## config.mk

```make
export PLATFORM = sky130hd
export DESIGN_NAME = mips_mc_control
export DESIGN_NICKNAME = d
export VERILOG_FILES = /design/src/rtl/mips_mc_pkg.sv /design/src/rtl/mips_mc_wait_timer.sv /design/src/rtl/mips_mc_control.sv
export SDC_FILE = /design/constraint.sdc
export NUM_CORES = 1
export LEC_CHECK = 0
export ABC_CLOCK_PERIOD_IN_PS = 4500
export CAP_MARGIN = 0
export CORE_MARGIN = 2
export CORE_UTILIZATION = 53
export DETAILED_ROUTE_END_ITERATION = 6
export PLACE_DENSITY = 0.95
export REMOVE_ABC_BUFFERS = 1
export SYNTH_ARGS = -nofsm -noshare
export SYNTH_HDL_FRONTEND = slang
export SYNTH_SLANG_ARGS = --single-unit
```

## constraint.sdc

```tcl
create_clock -name clock_in -period 4.5 [get_ports clock_in]
set_clock_uncertainty 0.2 [all_clocks]
set_input_delay 0.9 -clock clock_in [delete_from_list [all_inputs] [get_ports clock_in]]
set_output_delay 0.9 -clock clock_in [all_outputs]
set_load 0.005 [all_outputs]
```

## src/rtl/mips_mc_pkg.sv

```systemverilog
`default_nettype none
// ============================================================================
// mips_mc_pkg: state, opcode and datapath-select encodings for mips_mc_control.
// Rev 1.0
// ============================================================================
package mips_mc_pkg;

  typedef enum logic [3:0] {
    IDLE     = 4'd0,
    FETCH    = 4'd1,
    DECODE   = 4'd2,
    MEMADR   = 4'd3,
    MEMREAD  = 4'd4,
    MEMWB    = 4'd5,
    MEMWRITE = 4'd6,
    EXECUTE  = 4'd7,
    ALUWB    = 4'd8,
    ADDI_EX  = 4'd9,
    ADDI_WB  = 4'd10,
    BRANCH   = 4'd11,
    JUMP     = 4'd12,
    TRAP     = 4'd13
  } state_t;

  localparam logic [5:0] OP_RTYPE = 6'b000000;
  localparam logic [5:0] OP_LW    = 6'b100011;
  localparam logic [5:0] OP_SW    = 6'b101011;
  localparam logic [5:0] OP_BEQ   = 6'b000100;
  localparam logic [5:0] OP_J     = 6'b000010;
  localparam logic [5:0] OP_ADDI  = 6'b001000;

  localparam logic [1:0] ALUOP_ADD   = 2'b00;
  localparam logic [1:0] ALUOP_SUB   = 2'b01;
  localparam logic [1:0] ALUOP_FUNCT = 2'b10;

  localparam logic [1:0] SRCB_B       = 2'b00;
  localparam logic [1:0] SRCB_FOUR    = 2'b01;
  localparam logic [1:0] SRCB_IMM     = 2'b10;
  localparam logic [1:0] SRCB_IMM_SH2 = 2'b11;

  localparam logic [1:0] PCSRC_ALU    = 2'b00;
  localparam logic [1:0] PCSRC_ALUOUT = 2'b01;
  localparam logic [1:0] PCSRC_JUMP   = 2'b10;

  typedef struct packed {
    logic       pc_write;
    logic       pc_write_cond;
    logic       iord;
    logic       mem_read;
    logic       mem_write;
    logic       ir_write;
    logic       memto_reg;
    logic       reg_dst;
    logic       reg_write;
    logic       alu_src_a;
    logic [1:0] alu_src_b;
    logic [1:0] alu_op;
    logic [1:0] pc_source;
  } ctrl_t;

  // States that talk to memory and therefore wait on the ready handshake.
  function automatic logic is_mem_state(input state_t s);
    return (s == FETCH) || (s == MEMREAD) || (s == MEMWRITE);
  endfunction

endpackage
`default_nettype wire

```

## src/rtl/mips_mc_wait_timer.sv

```systemverilog
`default_nettype none
// ============================================================================
// mips_mc_wait_timer: counts consecutive not-ready memory cycles, flags expiry.
// Rev 1.0
// ============================================================================
module mips_mc_wait_timer #(
  parameter int TIMEOUT_CYCLES = 16
) (
  input  logic clk_i,
  input  logic rst_i,
  input  logic active_i,
  input  logic ready_i,
  output logic expire_o
);

  if (TIMEOUT_CYCLES == 0) begin : g_disabled
    logic unused_inputs;
    assign unused_inputs = ^{clk_i, rst_i, active_i, ready_i};
    assign expire_o      = 1'b0;
  end else begin : g_enabled
    localparam int W = (TIMEOUT_CYCLES > 1) ? $clog2(TIMEOUT_CYCLES) : 1;
    localparam logic [W-1:0] LIMIT = W'(TIMEOUT_CYCLES - 1);

    logic [W-1:0] wait_q;
    logic [W-1:0] wait_d;
    logic         at_limit;

    // Expiry fires on the not-ready cycle that would make the count hit the limit.
    assign at_limit = active_i && !ready_i && (wait_q == LIMIT);

    always_comb begin
      wait_d = wait_q;
      if (!active_i || ready_i || at_limit) begin
        wait_d = '0;
      end else begin
        wait_d = wait_q + W'(1);
      end
    end

    always_ff @(posedge clk_i) begin
      if (rst_i) begin
        wait_q <= '0;
      end else begin
        wait_q <= wait_d;
      end
    end

    assign expire_o = at_limit;
  end

endmodule
`default_nettype wire

```

## src/rtl/mips_mc_control.sv

```systemverilog
`default_nettype none
// ============================================================================
// mips_mc_control: Moore control sequencer for the multi-cycle MIPS datapath.
// Rev 1.0
// ============================================================================
module mips_mc_control #(
  parameter int COUNT_WIDTH    = 32,
  parameter int TIMEOUT_CYCLES = 16
) (
  input  logic                   clock_in,
  input  logic                   reset_in,
  input  logic [5:0]             opcode_in,
  input  logic                   mem_ready_in,
  output logic                   pcWrite_out,
  output logic                   pcWriteCond_out,
  output logic                   iorD_out,
  output logic                   memRead_out,
  output logic                   memWrite_out,
  output logic                   irWrite_out,
  output logic                   memtoReg_out,
  output logic                   regDst_out,
  output logic                   regWrite_out,
  output logic                   aluSrcA_out,
  output logic [1:0]             aluSrcB_out,
  output logic [1:0]             aluOp_out,
  output logic [1:0]             pcSource_out,
  output logic [3:0]             state_out,
  output logic                   halted_out,
  output logic                   timeout_out,
  output logic [COUNT_WIDTH-1:0] instr_count_out
);

  import mips_mc_pkg::*;

  state_t                 state_q;
  state_t                 state_d;
  ctrl_t                  ctrl;
  ctrl_t                  ctrl_gated;
  logic                   timeout_q;
  logic                   timeout_d;
  logic [COUNT_WIDTH-1:0] count_q;
  logic [COUNT_WIDTH-1:0] count_d;
  logic                   expire;
  logic                   retire;

  mips_mc_wait_timer #(
    .TIMEOUT_CYCLES(TIMEOUT_CYCLES)
  ) u_wait_timer (
    .clk_i   (clock_in),
    .rst_i   (reset_in),
    .active_i(is_mem_state(state_q)),
    .ready_i (mem_ready_in),
    .expire_o(expire)
  );

  always_comb begin
    state_d = state_q;
    ctrl    = '0;
    case (state_q)
      IDLE: state_d = FETCH;
      FETCH: begin
        ctrl.mem_read  = 1'b1;
        ctrl.alu_src_b = SRCB_FOUR;
        ctrl.alu_op    = ALUOP_ADD;
        ctrl.pc_source = PCSRC_ALU;
        ctrl.ir_write  = mem_ready_in;
        ctrl.pc_write  = mem_ready_in;
        if (mem_ready_in)  state_d = DECODE;
        else if (expire)   state_d = TRAP;
      end
      DECODE: begin
        ctrl.alu_src_b = SRCB_IMM_SH2;
        ctrl.alu_op    = ALUOP_ADD;
        case (opcode_in)
          OP_RTYPE:    state_d = EXECUTE;
          OP_LW, OP_SW: state_d = MEMADR;
          OP_ADDI:     state_d = ADDI_EX;
          OP_BEQ:      state_d = BRANCH;
          OP_J:        state_d = JUMP;
          default:     state_d = TRAP;
        endcase
      end
      MEMADR: begin
        ctrl.alu_src_a = 1'b1;
        ctrl.alu_src_b = SRCB_IMM;
        ctrl.alu_op    = ALUOP_ADD;
        if (opcode_in == OP_LW)      state_d = MEMREAD;
        else if (opcode_in == OP_SW) state_d = MEMWRITE;
        else                         state_d = TRAP;
      end
      MEMREAD: begin
        ctrl.mem_read = 1'b1;
        ctrl.iord     = 1'b1;
        if (mem_ready_in) state_d = MEMWB;
        else if (expire)  state_d = TRAP;
      end
      MEMWB: begin
        ctrl.memto_reg = 1'b1;
        ctrl.reg_write = 1'b1;
        state_d        = FETCH;
      end
      MEMWRITE: begin
        ctrl.mem_write = 1'b1;
        ctrl.iord      = 1'b1;
        if (mem_ready_in) state_d = FETCH;
        else if (expire)  state_d = TRAP;
      end
      EXECUTE: begin
        ctrl.alu_src_a = 1'b1;
        ctrl.alu_src_b = SRCB_B;
        ctrl.alu_op    = ALUOP_FUNCT;
        state_d        = ALUWB;
      end
      ALUWB: begin
        ctrl.reg_dst   = 1'b1;
        ctrl.reg_write = 1'b1;
        state_d        = FETCH;
      end
      ADDI_EX: begin
        ctrl.alu_src_a = 1'b1;
        ctrl.alu_src_b = SRCB_IMM;
        ctrl.alu_op    = ALUOP_ADD;
        state_d        = ADDI_WB;
      end
      ADDI_WB: begin
        ctrl.reg_write = 1'b1;
        state_d        = FETCH;
      end
      BRANCH: begin
        ctrl.alu_src_a     = 1'b1;
        ctrl.alu_src_b     = SRCB_B;
        ctrl.alu_op        = ALUOP_SUB;
        ctrl.pc_write_cond = 1'b1;
        ctrl.pc_source     = PCSRC_ALUOUT;
        state_d            = FETCH;
      end
      JUMP: begin
        ctrl.pc_write  = 1'b1;
        ctrl.pc_source = PCSRC_JUMP;
        state_d        = FETCH;
      end
      TRAP:    state_d = TRAP;
      default: state_d = TRAP;
    endcase
  end

  // An instruction retires when its last step hands control back to FETCH.
  assign retire = (state_d == FETCH) && (state_q != IDLE) && (state_q != FETCH);

  always_comb begin
    timeout_d = timeout_q | expire;
    count_d   = retire ? count_q + COUNT_WIDTH'(1) : count_q;
  end

  always_ff @(posedge clock_in) begin
    if (reset_in) begin
      state_q   <= IDLE;
      timeout_q <= 1'b0;
      count_q   <= '0;
    end else begin
      state_q   <= state_d;
      timeout_q <= timeout_d;
      count_q   <= count_d;
    end
  end

  // Strobes drop combinationally under reset so an in-flight access is cut off at once.
  assign ctrl_gated = reset_in ? '0 : ctrl;

  assign pcWrite_out     = ctrl_gated.pc_write;
  assign pcWriteCond_out = ctrl_gated.pc_write_cond;
  assign iorD_out        = ctrl_gated.iord;
  assign memRead_out     = ctrl_gated.mem_read;
  assign memWrite_out    = ctrl_gated.mem_write;
  assign irWrite_out     = ctrl_gated.ir_write;
  assign memtoReg_out    = ctrl_gated.memto_reg;
  assign regDst_out      = ctrl_gated.reg_dst;
  assign regWrite_out    = ctrl_gated.reg_write;
  assign aluSrcA_out     = ctrl_gated.alu_src_a;
  assign aluSrcB_out     = ctrl_gated.alu_src_b;
  assign aluOp_out       = ctrl_gated.alu_op;
  assign pcSource_out    = ctrl_gated.pc_source;
  assign state_out       = state_q;
  assign halted_out      = (state_q == TRAP);
  assign timeout_out     = timeout_q;
  assign instr_count_out = count_q;

endmodule
`default_nettype wire

```

After elaboration in Yosys (flattened, before gate mapping)
Index checks and enable logic that the tools add are counted.
{"block": "totals", "word_cells": 70, "register_bits": 41, "out_inout_bits": 54, "input_bits": 9}
{"block": "classes", "bitwise_logic": 1, "n_eq_ne": 21, "mux": 21, "n_reduce_logical": 21, "n_addsub": 2}
{"operator": "$pmux 4 s5", "n": 2}
{"operator": "$add 32x1->32 const B", "n": 1}
{"operator": "$pmux 4 s8", "n": 1}
{"operator": "$eq 4x4->1 const B", "n": 7}
{"operator": "$mux 4", "n": 6}
{"operator": "$eq 4x3->1 const B", "n": 4}
{"operator": "$mux 16", "n": 1}
{"operator": "$eq 6x6->1 const B", "n": 2}
{"operator": "$reduce_or 2->1", "n": 5}
{"operator": "$mux 1", "n": 9}
{"operator": "$eq 4x1->1 const B", "n": 2}
{"operator": "$eq 4x2->1 const B", "n": 2}
{"operator": "$eq 6x2->1 const B", "n": 1}
{"operator": "$eq 6x3->1 const B", "n": 1}
{"operator": "$eq 6x4->1 const B", "n": 1}
{"operator": "$logic_not 6->1", "n": 1}
{"operator": "$reduce_or 6->1", "n": 1}
{"operator": "$add 4x1->4 const B", "n": 1}
{"operator": "$logic_and 1x1->1", "n": 4}
{"operator": "$logic_not 4->1", "n": 1}
{"operator": "$logic_or 1x1->1", "n": 4}
{"operator": "$ne 4x1->1 const B", "n": 1}
{"operator": "$pmux 2 s2", "n": 1}
{"operator": "$reduce_bool 4->1", "n": 1}
{"operator": "other kinds (5)", "n": 6}

Logic depth before layout (Yosys ltp)
{"block": "depth", "depth_word": 11, "depth_mapped": 11, "mapped_depth_nobuf": 8}

Modules after synthesis
From an unflattened synthesis, not the netlist that was laid out.
{"block": "unflattened", "cells_unflattened": 328, "area_unflattened_um2": 2662.6}
{"mod": "mips_mc_control", "seq_area_each_um2": 740.7, "area_per_inst_um2": 2496.1, "n_inst": 1, "cells_each": 312}
{"mod": "mips_mc_wait_timer", "seq_area_each_um2": 80.1, "area_per_inst_um2": 166.4, "n_inst": 1, "cells_each": 16}

Worst setup path before layout
Ideal clock, no wire load.
{"block": "synth_timing", "path_type": "input port to flip-flop", "startpoint": "in opcode_in[1]", "endpoint": "reg count_q[0] (netlist: instr_count_out[0])", "setup_time_ns": 0.121, "t_required_ns": 4.179, "cell_stages": 7, "path_slack_ns": 1.404, "path_buffers": 1, "arrival_time_ns": 2.775, "path_cell_list": "or4_2 > a2111o_1 > o221ai_1 > nor4b_4 > buf_6 > and3_2 > mux2_2"}
{"block": "synth_via", "elab_chain_len": 7, "word_cells_on_any_way": 14, "classes_between": "eq/ne: 6; mux: 4; reduce/logical: 4"}
{"item": "start: declaration", "line": "mips_mc_control.sv:12", "source": "input logic [5:0] opcode_in,"}
{"item": "$eq 6x6->1, on equally long branches", "line": "mips_mc_control.sv:74, mips_mc_control.sv:87, mips_mc_control.sv:88"}
{"item": "$reduce_or 2->1 or $mux 4 (tied branches)", "line": "mips_mc_control.sv:74, mips_mc_control.sv:88"}
{"item": "$pmux 4 s5 or $mux 4 (tied branches)", "line": "mips_mc_control.sv:74, mips_mc_control.sv:87"}
{"item": "$pmux 4 s8 *", "line": "mips_mc_control.sv:59", "source": "case (state_q)"}
{"item": "$eq 4x1->1 *", "line": "mips_mc_control.sv:148", "source": "assign retire = (state_d == FETCH) && (state_q != IDLE) && (state_q != FETCH);"}
{"item": "$logic_and 1x1->1 * (2 in series)", "line": "mips_mc_control.sv:148"}
{"item": "end signal: assignment", "line": "mips_mc_control.sv:163", "source": "count_q <= count_d;"}
{"item": "end: declaration", "line": "mips_mc_control.sv:41", "source": "logic [COUNT_WIDTH-1:0] count_q;"}
Mark *: on every way between the ends. The rest lies on a longest branch, timed or not.
A chain may end at the register's enable or synchronous reset.

Worst setup path in the final report
{"block": "layout_timing", "startpoint": "in reset_in", "endpoint": "out memRead_out"}
{"block": "layout_via", "elab_chain_len": 1}
{"item": "start: declaration", "line": "mips_mc_control.sv:11", "source": "input logic reset_in,"}
{"item": "$mux 16", "line": "mips_mc_control.sv:168", "source": "assign ctrl_gated = reset_in ? '0 : ctrl;"}
{"item": "end: declaration", "line": "mips_mc_control.sv:17", "source": "output logic memRead_out,"}
No other way between the ends.

==> results.md <==
* Power share of the clock group at 0.259
* CTS sink cnt at 41
* Clk pin slew, worst setup/hold paths at 0.08 ns
* Critical R2R Capture: instr_count_out[31]
* Crit path arrival time at 2.74 ns
* Footprint of the multi-input gates at 0.00143 mm^2
* Power density normalized to cell area at 387 mW/mm^2
* Top cells by area in the synthesized netlist: sky130_fd_sc_hd__dfxtp_1 33%, sky130_fd_sc_hd__a21oi_1 5.5%, sky130_fd_sc_hd__or3_1 4.8%
* Fraction of final layout cells sized beyond drive strength 1 at 0.0871
* Flip-flop and latch area at 821 um^2
* DP Worst Slack at 0.445 ns
* Post-CTS Setup Repair Bufs at 0
* Clock insertion delay at the later pin of the skew report at 0.30 ns
* R2r startpoint: state_out[0]
* Register area share after synthesis at 0.333
* FP Rows at 24
* Number of endpoints with negative hold slack in the final report at 0
* Clock buffer count from CTS at 5
* Final worst path period share at 0.854
* TNS Setup at 0 ns
* Number of buffers added on ports at 62
* Most frequently used cell type in the post-synthesis netlist: sky130_fd_sc_hd__dfxtp_1
* Cell taking the most area after synthesis: sky130_fd_sc_hd__dfxtp_1
* Crit-path max FO at 11
* Number of different library cells in the post-synthesis netlist at 61
* Starting density of the core at 0.558
* Combinational group share of total power at 0.367
* Core Area at 0.00441 mm^2
* Prevailing post-synth register cell: sky130_fd_sc_hd__dfxtp_1
* Period minus WS final at 3.84 ns
* Net count of the finished layout at 366
* Number of antenna violations at the first check in global routing at 0
* Count of yosys warnings during synthesis at 0
* Cells resized by post-CTS repair at 0
* Number of cells in the design after placement at 400
* Overall die width at 72.2 um
* Final Instance Area at 0.00313 mm^2
* Outcome: finished clean
* Cells on worst reg2reg path at 7
* Clock tree from TritonCTS: built
* HPWL after detailed placement at 4430 um
* Global-route total usage across every layer at 0.242
* Avg WL per Cell at 15.3 um
* DIE AREA at 0.00521 mm^2
* First-pass iteration count of the detailed router at 5
* CP startpoint kind: input port
* Fillers at 337
* Worst setup slack after layout at 0.657 ns
* Cts-stage hold buffer count at 0
* Placer congestion estimate at 0.870
* Top post-synthesis cells by count: 41 x sky130_fd_sc_hd__dfxtp_1, 28 x sky130_fd_sc_hd__nor2_1, 27 x sky130_fd_sc_hd__a21oi_1
* Sequential cell fraction of total power at 0.374
* Mean instance size in the synthesized netlist at 8.13 um^2
* Cell-internal power at 763 uW
* Iter 0 DRT Violations at 168
* Clock root cell: sky130_fd_sc_hd__clkbuf_8
* Maximum VDD drop at 0.000227 V
* Number of DRC violations after detailed routing at 0
* Post-synth EDFFs at 0
* Slew Viols, Final at 0
* Cell Area, Synth at 0.00246 mm^2
* RSZ-0062 raised after global routing: false
* Min-Delay Endpoint: u_wait_timer.g_enabled.wait_q[0]
* Min-Delay Path Depth at 1
* Least-Margin Pin Slew at 0.774 ns
* Post-synth ARST share at 0
* Peak clock frequency supported by timing at 260 MHz
* Slew HR at 0.483
* Total Routed Length at 6240 um
* Vias at 2488
* Synthesized netlist cell count at 303
* Setup slack of the most critical reg-to-reg path at 1.03 ns
* Max Cap Violations at 0
* Area Growth Syn to Fin at 27.2%
* Avg Vias per Cell at 6.10
* Synth top area share at 0.333
* Largest net degree at the start of global routing at 39
* Number of I/O pins at 63
* Global-route wire length before repair at 10200 um
* Final setup viols at 0
* Standby leakage power at 0.00103 uW
* Max H-tree Level at 2
* Tightest Hold Check Type: reg2reg
* Launch instance of the worst min-delay path: u_wait_timer.g_enabled.wait_q[0]
* CTS Buffer Depth at 2
* Type of the worst setup path: in2out
* Antenna diode count at 0
* Endpoint required time on the critical path at 3.40 ns
* Switching share of power at 0.371
* Crit end category: primary output
* Placement-stage cell area at 0.00301 mm^2
* Filler-free cell count of the finished design at 408
* Residual overflow from global routing at 0
* DIE HEIGHT at 72.2 um
* Number of global-route vias before repair at 2222
* Remaining antenna violation count after routing at 0
* Power dissipated by switching net loads at 450 uW
* FF+latch count, synth at 41
sequential cells by signal (all words and copies together) (netlist names):
register                       cells
state_out                          4
timeout_out                        1
u_wait_timer.g_enabled.wait_q      4
instr_count_out                   32
through the flow:
step	util	hold slack [ns]	total power, uW
3_3_place_gp	0.683	0.231	884
6_report	0.710	0.248	1210
5_1_grt	0.710	0.280	1280
4_1_cts	0.710	0.256	1210
2_1_floorplan	-	0.218	727
3_5_place_dp	0.683	0.240	899
kinds of logic (layout without fill, tap and decap cells):
group           count (synthesis)  in the layout  synth area share
compound gates                 74             74             0.191
xor+xnor                       11             11            0.0391
fa+ha+maj                       2              2            0.0102
buf+inv                        37             90            0.0888
flops                          41             41             0.333
mux                             3              3            0.0132
simple gates                  135            135             0.325
cells in the final DEF (no fill, tap or decap), types with 7 or more instances in the layout:
cell                              synthesis  final
sky130_fd_sc_hd__nand2_1                 17     17
sky130_fd_sc_hd__nand4_1                 10     10
sky130_fd_sc_hd__nor3_1                   9      9
sky130_fd_sc_hd__or3_1                   19     19
sky130_fd_sc_hd__and3_1                   7      7
sky130_fd_sc_hd__nand3_1                  8      8
sky130_fd_sc_hd__clkdlybuf4s50_1          0     62
sky130_fd_sc_hd__inv_1                   18     18
sky130_fd_sc_hd__o21ai_0                 21     21
sky130_fd_sc_hd__nor2_1                  28     28
sky130_fd_sc_hd__dfxtp_1                 41     41
sky130_fd_sc_hd__a21oi_1                 27     27
power by group through the flow:
stage,Clock [uW],Sequential [uW],Combinational [uW]
3_3_place_gp,0,458,426
4_1_cts,317,452,440
5_1_grt,335,462,483
3_5_place_dp,0,460,439
6_report,314,454,445
2_1_floorplan,0,444,283
area by class of cell:
type,count,area share
multi-input cells,225,0.455
flip-flops and latches,41,0.262
repair buffers,64,0.203
clock buffers,6,0.0263
inverters,18,0.0216
well taps,52,0.0208
clock inverters,2,0.0120
worst max-delay path: stages:
cell                              delay (ns)
sky130_fd_sc_hd__clkdlybuf4s50_1        0.65
sky130_fd_sc_hd__nor3_1                 0.36
sky130_fd_sc_hd__inv_1                  0.13
sky130_fd_sc_hd__o22ai_1                0.16
sky130_fd_sc_hd__clkdlybuf4s50_1        0.54
worst max path at each step:
| stage | from | slack (ns) | depth (start not counted) | end |
|---|---|---|---|---|
| 6_report | reset_in | 0.66 | 5 | memRead_out |
| 5_1_grt | opcode_in[1] | 0.55 | 8 | instr_count_out[31] |
| 4_1_cts | reset_in | 0.68 | 5 | memRead_out |
| 3_5_place_dp | opcode_in[1] | 0.44 | 8 | instr_count_out[31] |
| 3_3_place_gp | opcode_in[1] | 0.56 | 8 | instr_count_out[31] |
| 2_1_floorplan | opcode_in[2] | 1.11 | 7 | instr_count_out[31] |
per-layer routing:
| metal | up-vias | part of all wire | GRT usage |
|---|---|---|---|
| met1 | 1171 | 0.42 | 0.299 |
| met3 | 14 | 0.058 | 0.0458 |
| met2 | 100 | 0.50 | 0.419 |
| met5 | - | 0 | 0 |
| li1 | 1203 | - | - |
| met4 | 0 | 0.017 | 0.0881 |
(Power assumes the default switching activity.)
